$ cat src/rtl/lc3_mem_pkg.sv
// Shared types for the LC-3 memory initiator: word width, FSM states and
// client identifiers used by the arbiter and the master.
package lc3_mem_pkg;

  localparam int LC3_WORD_W = 16;

  typedef enum logic [1:0] {
    IDLE,
    REQ,
    DONE
  } mem_state_t;

  typedef enum logic {
    CLIENT_FETCH,
    CLIENT_DATA
  } mem_client_t;

endpackage

$ cat src/rtl/lc3_mem_arb.sv
// Fixed-priority arbiter between the instruction-fetch and data clients.
// Purely combinational; the master only samples the grant while idle.
module lc3_mem_arb
  import lc3_mem_pkg::*;
(
  input  logic        f_req,
  input  logic        d_req,
  output mem_client_t grant,
  output logic        grant_valid
);

  // Data side wins whenever both clients are requesting.
  always_comb begin
    grant       = d_req ? CLIENT_DATA : CLIENT_FETCH;
    grant_valid = f_req | d_req;
  end

endmodule

$ cat src/rtl/lc3_mem_master.sv
// LC-3 memory initiator: arbitrates fetch and data requests, runs one
// request/acknowledge transaction at a time, and returns read data or a
// timeout error to the client that was granted.
//
// state | meaning
// ------+---------------------------------------------------------------
// IDLE  | no transaction; arbitration happens here only
// REQ   | mem_req held high with latched address/data, waiting for ack
// DONE  | one-cycle done pulse (with rdata/err) to the granted client
module lc3_mem_master
  import lc3_mem_pkg::*;
#(
  parameter int ADDRESS_WIDTH = 16,
  parameter int TIMEOUT       = 255
) (
  input  logic                     clk,
  input  logic                     reset,
  input  logic                     f_req,
  input  logic [ADDRESS_WIDTH-1:0] f_addr,
  output logic                     f_done,
  output logic [LC3_WORD_W-1:0]    f_rdata,
  output logic                     f_err,
  input  logic                     d_req,
  input  logic                     d_we,
  input  logic [ADDRESS_WIDTH-1:0] d_addr,
  input  logic [LC3_WORD_W-1:0]    d_wdata,
  output logic                     d_done,
  output logic [LC3_WORD_W-1:0]    d_rdata,
  output logic                     d_err,
  output logic                     mem_req,
  output logic                     mem_we,
  output logic [ADDRESS_WIDTH-1:0] mem_addr,
  output logic [LC3_WORD_W-1:0]    mem_wdata,
  input  logic                     mem_ack,
  input  logic [LC3_WORD_W-1:0]    mem_rdata,
  output logic                     busy
);

  // Counter only ever reaches TIMEOUT-1 before the timeout path takes over,
  // so it cannot wrap.
  localparam int               CNT_W    = $clog2(TIMEOUT + 1);
  localparam logic [CNT_W-1:0] CNT_LAST = CNT_W'(TIMEOUT - 1);
  localparam logic [CNT_W-1:0] CNT_ONE  = CNT_W'(1);

  mem_state_t       state;
  mem_client_t      client;
  mem_client_t      grant;
  logic             grant_valid;
  logic [CNT_W-1:0] wait_cnt;

  lc3_mem_arb u_arb (
    .f_req       (f_req),
    .d_req       (d_req),
    .grant       (grant),
    .grant_valid (grant_valid)
  );

  // Transaction FSM with all client and memory outputs registered.
  always_ff @(posedge clk) begin
    if (reset) begin
      state     <= IDLE;
      client    <= CLIENT_FETCH;
      wait_cnt  <= '0;
      busy      <= 1'b0;
      mem_req   <= 1'b0;
      mem_we    <= 1'b0;
      mem_addr  <= '0;
      mem_wdata <= '0;
      f_done    <= 1'b0;
      f_rdata   <= '0;
      f_err     <= 1'b0;
      d_done    <= 1'b0;
      d_rdata   <= '0;
      d_err     <= 1'b0;
    end else begin
      case (state)
        IDLE: begin
          if (grant_valid) begin
            client   <= grant;
            wait_cnt <= '0;
            busy     <= 1'b1;
            mem_req  <= 1'b1;
            state    <= REQ;
            if (grant == CLIENT_DATA) begin
              mem_we    <= d_we;
              mem_addr  <= d_addr;
              mem_wdata <= d_wdata;
            end else begin
              mem_we    <= 1'b0;
              mem_addr  <= f_addr;
              mem_wdata <= '0;
            end
          end
        end

        REQ: begin
          if (mem_ack) begin
            mem_req  <= 1'b0;
            wait_cnt <= '0;
            state    <= DONE;
            if (client == CLIENT_DATA) begin
              d_done  <= 1'b1;
              d_err   <= 1'b0;
              // Stores never return memory data to the client.
              d_rdata <= mem_we ? '0 : mem_rdata;
            end else begin
              f_done  <= 1'b1;
              f_err   <= 1'b0;
              f_rdata <= mem_rdata;
            end
          end else if (wait_cnt == CNT_LAST) begin
            mem_req  <= 1'b0;
            wait_cnt <= '0;
            state    <= DONE;
            if (client == CLIENT_DATA) begin
              d_done  <= 1'b1;
              d_err   <= 1'b1;
              d_rdata <= '0;
            end else begin
              f_done  <= 1'b1;
              f_err   <= 1'b1;
              f_rdata <= '0;
            end
          end else begin
            wait_cnt <= wait_cnt + CNT_ONE;
          end
        end

        DONE: begin
          f_done   <= 1'b0;
          f_rdata  <= '0;
          f_err    <= 1'b0;
          d_done   <= 1'b0;
          d_rdata  <= '0;
          d_err    <= 1'b0;
          wait_cnt <= '0;
          busy     <= 1'b0;
          state    <= IDLE;
        end

        default: begin
          mem_req <= 1'b0;
          busy    <= 1'b0;
          state   <= IDLE;
        end
      endcase
    end
  end

endmodule

$ cat config.mk
export PLATFORM = sky130hd
export DESIGN_NAME = lc3_mem_master
export DESIGN_NICKNAME = d
export VERILOG_FILES = /design/src/rtl/lc3_mem_pkg.sv /design/src/rtl/lc3_mem_arb.sv /design/src/rtl/lc3_mem_master.sv
export SDC_FILE = /design/constraint.sdc
export NUM_CORES = 1
export LEC_CHECK = 0
export ABC_AREA = 1
export CAP_MARGIN = 20
export CORE_MARGIN = 8
export CORE_UTILIZATION = 30
export DETAILED_ROUTE_END_ITERATION = 10
export PLACE_DENSITY = 0.58
export SYNTH_ARGS = -nofsm -noshare
export SYNTH_HDL_FRONTEND = slang
export SYNTH_SLANG_ARGS = --single-unit
$ cat constraint.sdc
create_clock -name clk -period 1.4 [get_ports clk]
set_clock_uncertainty 0.05 [all_clocks]
set_input_delay 0.35 -clock clk [delete_from_list [all_inputs] [get_ports clk]]
set_output_delay 0.35 -clock clk [all_outputs]
set_load 0.02 [all_outputs]
==> Flow_metrics.wiki, run 1 <==
{| class="wikitable"
! Metric !! Value
|-
| Worst setup slack after layout || -84.2 ps
|-
| Total of max-cap violations || 0
|-
| Filler Cells Inserted || roughly 1200
|-
| N_diodes || 0
|-
| Wire length of the first global-routing pass || roughly 20 mm
|-
| Floorplan Core Area || approximately 0.013 mm^2
|-
| Worst reg2reg endpoint || d_rdata[6]
|-
| Highest achievable clock rate || about 0.67 GHz
|-
| Post-CTS Hold Fix Bufs || 0
|-
| H-Tree Level Count || 3
|-
| Share of final-layout standard cells stronger than drive strength 1 || 0.407
|-
| Die boundary height || 129 um
|-
| Root Buffer Master || sky130_fd_sc_hd__clkbuf_16
|-
| Violations in the final reports || setup timing
|-
| Min-delay src || d_done
|-
| Share of the yosys chip area belonging to registers || 0.432
|-
| Synth Warn # || 0
|-
| Cell count of the worst reg-to-reg path || 9
|-
| Clock insertion delay at the later pin of the skew report || approximately 330 ps
|-
| Flop and latch count out of synthesis || 82
|-
| Static Leak || about 2.6 nW
|-
| Routed WL || 12.5 mm
|-
| Placed wire-length estimate || 8.49 mm
|-
| Pin slew with the least headroom to its limit || ~340 ps
|-
| Number of global-route vias before repair || between 4000 and 5000
|-
| Clock buffers created by TritonCTS || 9
|-
| Worst R2R Start || wait_cnt[0]
|-
| Fraction of the core area covered by cells at the end of the flow || 0.515
|-
| Cell area reported after detailed placement || 0.00568 mm^2
|-
| Worst hold path cell count || 2
|-
| Buffer depth of the longest clock path || 2
|-
| CTS tree || yes
|-
| TritonCTS Sinks || ~80
|-
| Commonest cells after routing, fill and taps aside || 78 x sky130_fd_sc_hd__dfxtp_1, 70 x sky130_fd_sc_hd__nand2_1, 68 x sky130_fd_sc_hd__a21oi_1
|-
| Yosys cell types || 33
|-
| Area added between synthesis and finish || 69.9%
|-
| Total Die Area || ~0.017 mm^2
|-
| Final count of hold timing violations || 0
|-
| Pins over their slew limit || 0
|-
| Post-route worst hold slack || 397 ps
|-
| Pin count of the biggest net entering global routing || 57
|-
| Number of synthesized flops with an enable pin || 0
|-
| Number of placement rows || between 40 and 50
|-
| Residual DRC count || 0
|-
| Top flip-flop cell by instance count after synthesis || sky130_fd_sc_hd__dfxtp_1
|-
| Initial detailed-routing violation count || between 200 and 300
|-
| Pwr Density || roughly 1200 mW/mm^2
|-
| Data arrival at the endpoint of the critical path || around 1700 ps
|-
| Worst-path fanout max || 8
|-
| Aggregate global routing overflow || 0
|-
| Vias per std cell || about 4.6
|-
| Setup crit end kind || register
|-
| Share of the clock period used by the worst path || 1.06
|-
| Maximum resistive drop on vdd || 0.634 mV
|-
| Final setup violating endpoints || 42
|-
| Initial Utilization || 0.303
|-
| Setup Slack @ Placement || -405 ps
|-
| Clock-pin slew on the worst setup and hold paths || ~60 ps
|-
| Outcome || finished with violations
|-
| Nets || 749
|-
| Remaining antenna violation count after routing || 0
|-
| Detail-routed net length per standard cell || ~15 um
|-
| Post-synthesis area per instance || 7.85 um^2
|-
| Area of the mapped netlist || 0.00380 mm^2
|-
| Floorplan die width || roughly 130 um
|-
| Number of iterations in the first detailed-routing pass || 4
|-
| Net Count, Synth || 560
|-
| I/O pin total || 141
|-
| End point of the worst hold path || d_done
|-
| Final min period || ~1500 ps
|-
| Kind of start point of the critical path || register
|-
| Routability-driven placement congestion ratio || ~0.80
|-
| Number of antenna violations at the first check in global routing || 0
|-
| Worst reg-to-reg setup slack || -80 ps
|-
| Most frequent standard cell in the layout excluding fill and tap cells || sky130_fd_sc_hd__dfxtp_1
|-
| Unrepaired setup endpoints after global routing || yes
|-
| Count of buffers from port buffering || 140
|-
| Proportion of register bits with asynchronous set or reset after synthesis || 0
|-
| Overall power of the completed layout || 7.72 mW
|-
| Total routing usage reported by global routing || 0.147
|-
| Max-Slew Margin vs Limit || 0.776
|-
| Synthesized netlist cell count || 484
|-
| Hold Path Class || reg2reg
|-
| Worst Path Required || between 1500 and 2000 ps
|-
| Cell area after layout || between 0.006 and 0.007 mm^2
|-
| Crit Path Category || reg2reg
|-
| Via Count || between 3000 and 4000
|}
layout make-up:
cell class                 count  area, um^2  share of cell area
sequential                    82        1650               0.256
tap                          172         215              0.0334
timing repair buffer         202        1950               0.302
inverter                      41         164              0.0254
clock inverter                 4        50.0             0.00776
timing repair inverter         1        6.26            0.000970
clock buffer                  12         256              0.0398
multi-input combinational    336        2160               0.335
cells by family after synthesis:
kind of cell | synth area share
XOR/XNOR | 0.00461
flip-flops | 0.432
AO/OA/AOI/OAI | 0.192
adder cells (fa/ha/maj) | 0.0198
AND/OR/NAND/NOR | 0.256
buffers and inverters | 0.0952
state kept, by name, summed over array words and instances, names as in the netlist:
register   count
d_rdata       16
f_rdata       16
mem_addr      16
mem_wdata     16
wait_cnt       8
state          2
busy           1
client         1
d_done         1
d_err          1
f_done         1
f_err          1
mem_req        1
mem_we         1
worst max-delay path by stage:
stage                      startpoint             to  slack (ps)
after floorplan              state[0]    d_rdata[10]        -120
after global placement        mem_ack    f_rdata[14]        -380
after detailed placement        d_req  mem_wdata[14]        -400
after CTS                    state[1]     d_rdata[0]        -120
after global routing      wait_cnt[0]     d_rdata[6]        -170
final                     wait_cnt[0]     d_rdata[6]         -80
synth_stat cells (7+ instances only):
library cell	n	area, um^2
sky130_fd_sc_hd__a21oi_1	89	445
sky130_fd_sc_hd__dfxtp_1	82	1640
sky130_fd_sc_hd__nand2_1	74	278
sky130_fd_sc_hd__nor2_1	45	169
sky130_fd_sc_hd__inv_1	37	139
sky130_fd_sc_hd__nand3_1	25	125
sky130_fd_sc_hd__nand2_2	20	125
sky130_fd_sc_hd__o21ai_0	19	95.1
sky130_fd_sc_hd__a21oi_2	18	158
sky130_fd_sc_hd__clkbuf_1	12	45.0
sky130_fd_sc_hd__nor3_1	7	35.0
sky130_fd_sc_hd__nor3_2	7	70.1
through the flow:
| stage | cells | TNS (ps) |
|---|---|---|
| final | 850 | -2230 |
| after global routing | 850 | -8260 |
| after CTS | 843 | -4990 |
| after detailed placement | 814 | -27190 |
| after global placement | 814 | -25940 |
| after floorplan | 484 | -2160 |
timing repair:
item,CTS,global route
cloned,5,4
gates resized for setup,251,65
setup buffers,8,3
pin swaps,28,23
setup endpoints to repair,151,111
worst max-delay path: stages, from the launching register on:
cell and delay [ps]:
sky130_fd_sc_hd__dfxtp_2 320, sky130_fd_sc_hd__inv_2 70, sky130_fd_sc_hd__ha_4 140, sky130_fd_sc_hd__nand2_4 50, sky130_fd_sc_hd__nor2_4 90, sky130_fd_sc_hd__nand2_4 110
sky130_fd_sc_hd__nand2_8 200, sky130_fd_sc_hd__nand2_4 110, sky130_fd_sc_hd__a21oi_2 140, sky130_fd_sc_hd__nor3_2 60
power breakdown:
group | internal [mW] | switching, mW
registers | 2.58 | 0.145
logic | 1.18 | 1.40
clock network | 1.48 | 0.936
per-layer routing:
metal | GRT usage | wire (um) | up-vias
li1 | - | - | 1977
met4 | 0.0518 | 227 | 0
met1 | 0.173 | 5460 | 1797
met2 | 0.241 | 5720 | 140
met5 | 0 | 0 | -
met3 | 0.0571 | 1090 | 19
Note: power is estimated with default switching activity, not from simulation.
==> inputs of run 2 (changes only) <==
- CTS_CLUSTER_SIZE: not set -> 10
==> results of run 2 <==
The final DEF is identical to that of run 1; final timing and power are the same.
==> inputs of run 3 (changes only) <==
==> constraint.sdc (replaced) <==
create_clock -name clk -period 1.4 [get_ports clk]
set_clock_uncertainty 0.05 [all_clocks]
set_input_delay 0.14 -clock clk [delete_from_list [all_inputs] [get_ports clk]]
set_output_delay 0.14 -clock clk [all_outputs]
set_load 0.02 [all_outputs]
==> run 3 against run 2 <==
Compared with the run above: the run still ends with setup timing left; first-iteration DRC count shrank 15%; routed wire length grew 4.0%; combinational power grew 10%; worst hold slack lost 190 ps; setup slack lost 54 ps; critical endpoint is now f_rdata[4]; non-clock buffer count is the same; utilization grew 2.7 points; global-route usage grew 0.15 points; design area grew 5.3%; critical path depth shrank 1; power grew 8.4%; via count grew 0.84%.
==> Flow_metrics.wiki, run 3 (synthesis results as in run 1) <==
{| class="wikitable"
! Metric !! Value
|-
| Detail-routed net length per standard cell || ~15 um
|-
| Clock insertion delay at the later pin of the skew report || 330 ps
|-
| Floorplan Core Area || around 0.013 mm^2
|-
| Capture point of the critical path || f_rdata[4]
|-
| Wire length of the first global-routing pass || just under 20 mm
|-
| CTS tree || yes
|-
| Outcome || finished with violations
|-
| Initial Utilization || 0.303
|-
| Final count of hold timing violations || 0
|-
| Number of global-route vias before repair || between 3000 and 4000
|-
| Total routing usage reported by global routing || 0.149
|-
| Number of non-filler instances in the completed layout || 851
|-
| Count of buffers from port buffering || 140
|-
| Pin count of the biggest net entering global routing || 57
|-
| Unrepaired setup endpoints after global routing || yes
|-
| TritonCTS Sinks || 82
|-
| Data arrival at the endpoint of the critical path || roughly 1700 ps
|-
| Die boundary height || 129 um
|-
| GRT met3 Usage || 0.0654
|-
| Overall power of the completed layout || ~8.4 mW
|-
| Slowest stage cell on the critical path || sky130_fd_sc_hd__dfxtp_4
|-
| Number of antenna violations at the first check in global routing || 0
|-
| Aggregate global routing overflow || 0
|-
| Clock-pin slew on the worst setup and hold paths || ~60 ps
|-
| Post-route worst hold slack || slightly above 200 ps
|-
| I/O pin total || ~140
|-
| H-Tree Level Count || 3
|-
| Clock buffers created by TritonCTS || 9
|-
| Worst reg-to-reg setup slack || -140 ps
|-
| Pin slew with the least headroom to its limit || 339 ps
|-
| Worst reg2reg endpoint || f_rdata[4]
|-
| Worst Path Required || between 1500 and 2000 ps
|-
| Inst Count DP || 808
|-
| Total of max-cap violations || 0
|-
| N_diodes || 0
|-
| Kind of start point of the critical path || register
|-
| Most frequent standard cell in the layout excluding fill and tap cells || sky130_fd_sc_hd__dfxtp_1
|-
| Worst-path fanout max || 8
|-
| Highest achievable clock rate || 0.650 GHz
|-
| Total Die Area || ~0.017 mm^2
|-
| Worst R2R Start || state[1]
|-
| Number of iterations in the first detailed-routing pass || 4
|-
| Worst setup slack after layout || -138 ps
|-
| Maximum single-stage delay on the critical path || around 360 ps
|-
| Commonest cells after routing, fill and taps aside || 79 x sky130_fd_sc_hd__dfxtp_1, 71 x sky130_fd_sc_hd__dlygate4sd2_1, 68 x sky130_fd_sc_hd__clkdlybuf4s50_1
|-
| Placed wire-length estimate || ~8.6 mm
|-
| Start point of the critical path || state[1]
|-
| Max-Slew Margin vs Limit || 0.774
|-
| Via Count || between 3000 and 4000
|-
| Final min period || between 1500 and 2000 ps
|-
| Nets || 750
|-
| GR Layer Usage met2 || 0.240
|-
| Routing usage on met1 || 0.177
|-
| Vias per std cell || ~4.7
|-
| Remaining antenna violation count after routing || 0
|-
| CP most frequent cell || sky130_fd_sc_hd__buf_12
|-
| Total negative slack || -3890 ps
|-
| Setup crit end kind || register
|-
| Initial detailed-routing violation count || 253
|-
| Hold Path Class || in2reg
|-
| Crit-path cells || inv_4 > ha_4 > buf_4 > o21a_4 > buf_12 > buf_12 > nand3_1 > a21oi_1
|-
| Crit Path Category || reg2reg
|-
| Pwr Density || approximately 1200 mW/mm^2
|-
| Residual DRC count || 0
|-
| Buffer depth of the longest clock path || 2
|-
| Share of final-layout standard cells stronger than drive strength 1 || 0.349
|-
| Routability-driven placement congestion ratio || approximately 0.76
|-
| Most congested layer reported by global routing || met2
|-
| Post-CTS Hold Fix Bufs || 0
|-
| Fraction of the core area covered by cells at the end of the flow || 0.543
|-
| Number of placement rows || between 40 and 50
|-
| Static Leak || between 2 and 3 nW
|-
| Final setup violating endpoints || 44
|-
| Area added between synthesis and finish || 78.9%
|-
| Violations in the final reports || setup timing
|-
| Cell count of the worst reg-to-reg path || 8
|-
| Floorplan die width || ~130 um
|-
| Share of the clock period used by the worst path || 1.10
|-
| Root Buffer Master || sky130_fd_sc_hd__clkbuf_16
|-
| Maximum resistive drop on vdd || approximately 0.69 mV
|-
| Pins over their slew limit || 0
|-
| Routed WL || 13.0 mm
|}
## run 3: cell count changes in the layout (fill, tap and decap cells not counted), moves of 7 or more
cell	previous run	this run
sky130_fd_sc_hd__clkdlybuf4s15_2	42	0
sky130_fd_sc_hd__o21ai_0	15	1
sky130_fd_sc_hd__a21oi_1	68	58
sky130_fd_sc_hd__buf_4	47	33
sky130_fd_sc_hd__buf_6	2	16
sky130_fd_sc_hd__buf_2	13	1
sky130_fd_sc_hd__clkbuf_2	17	0
sky130_fd_sc_hd__dlygate4sd2_1	0	71
sky130_fd_sc_hd__a21oi_2	36	43
sky130_fd_sc_hd__nand2_1	70	61
sky130_fd_sc_hd__o21ai_2	0	8
## run 3: layout make-up
type | count | area (um^2)
multi-input cells | 337 | 2390
repair buffers | 202 | 2010
fillers | 1183 | 5720
inverters | 41 | 174
flip-flops and latches | 82 | 1650
well taps | 172 | 215
repair inverters | 1 | 6.26
clock buffers | 12 | 256
clock inverters | 4 | 97.6
## run 3: stage by stage
step	worst slack (ps)	cell area, um^2
after floorplan	-116	3830
after global placement	-169	5620
after detailed placement	-194	5620
after CTS	-128	6410
after global routing	-214	6800
final	-138	6800
## run 3: per-layer routing
metal / share of wire / vias to the layer above
li1: - / 1979
met1: 0.42 / 1845
met2: 0.47 / 128
met3: 0.089 / 14
met4: 0.015 / 0
met5: 0 / -
## run 3: how the worst min path moves through the flow
stage,cells past startpoint,to,startpoint,slack [ps]
after global routing,4,d_done,reset,230
final,4,d_done,reset,210
after detailed placement,2,d_done,d_done,400
after CTS,4,f_done,reset,200
after global placement,2,d_done,d_done,390
after floorplan,2,mem_wdata[0],d_wdata[0],240
## run 3: repair_timing
item | CTS | global route
cloned | 6 | 5
pin swaps | 33 | 33
setup endpoints to repair | 152 | 82
setup buffers | 12 | 5
resized for setup | 152 | 82
## run 3: report_power, final
| part | internal [mW] | switching [mW] | total, mW | leakage (nW) |
|---|---|---|---|---|
| clock network | 1.84 | 0.928 | 2.77 | 0.169 |
| registers | 2.58 | 0.169 | 2.75 | 0.673 |
| logic | 1.31 | 1.54 | 2.85 | 2.03 |
| total | 5.73 | 2.63 | 8.36 | 2.87 |
## run 3: worst max-delay path: cells and delay by family, from the launching register on
kind | cells | cell delay, ps
fa+ha+maj | 1 | 180
simple gates | 1 | 80
compound gates | 2 | 270
buf+inv | 4 | 480
flops | 1 | 360
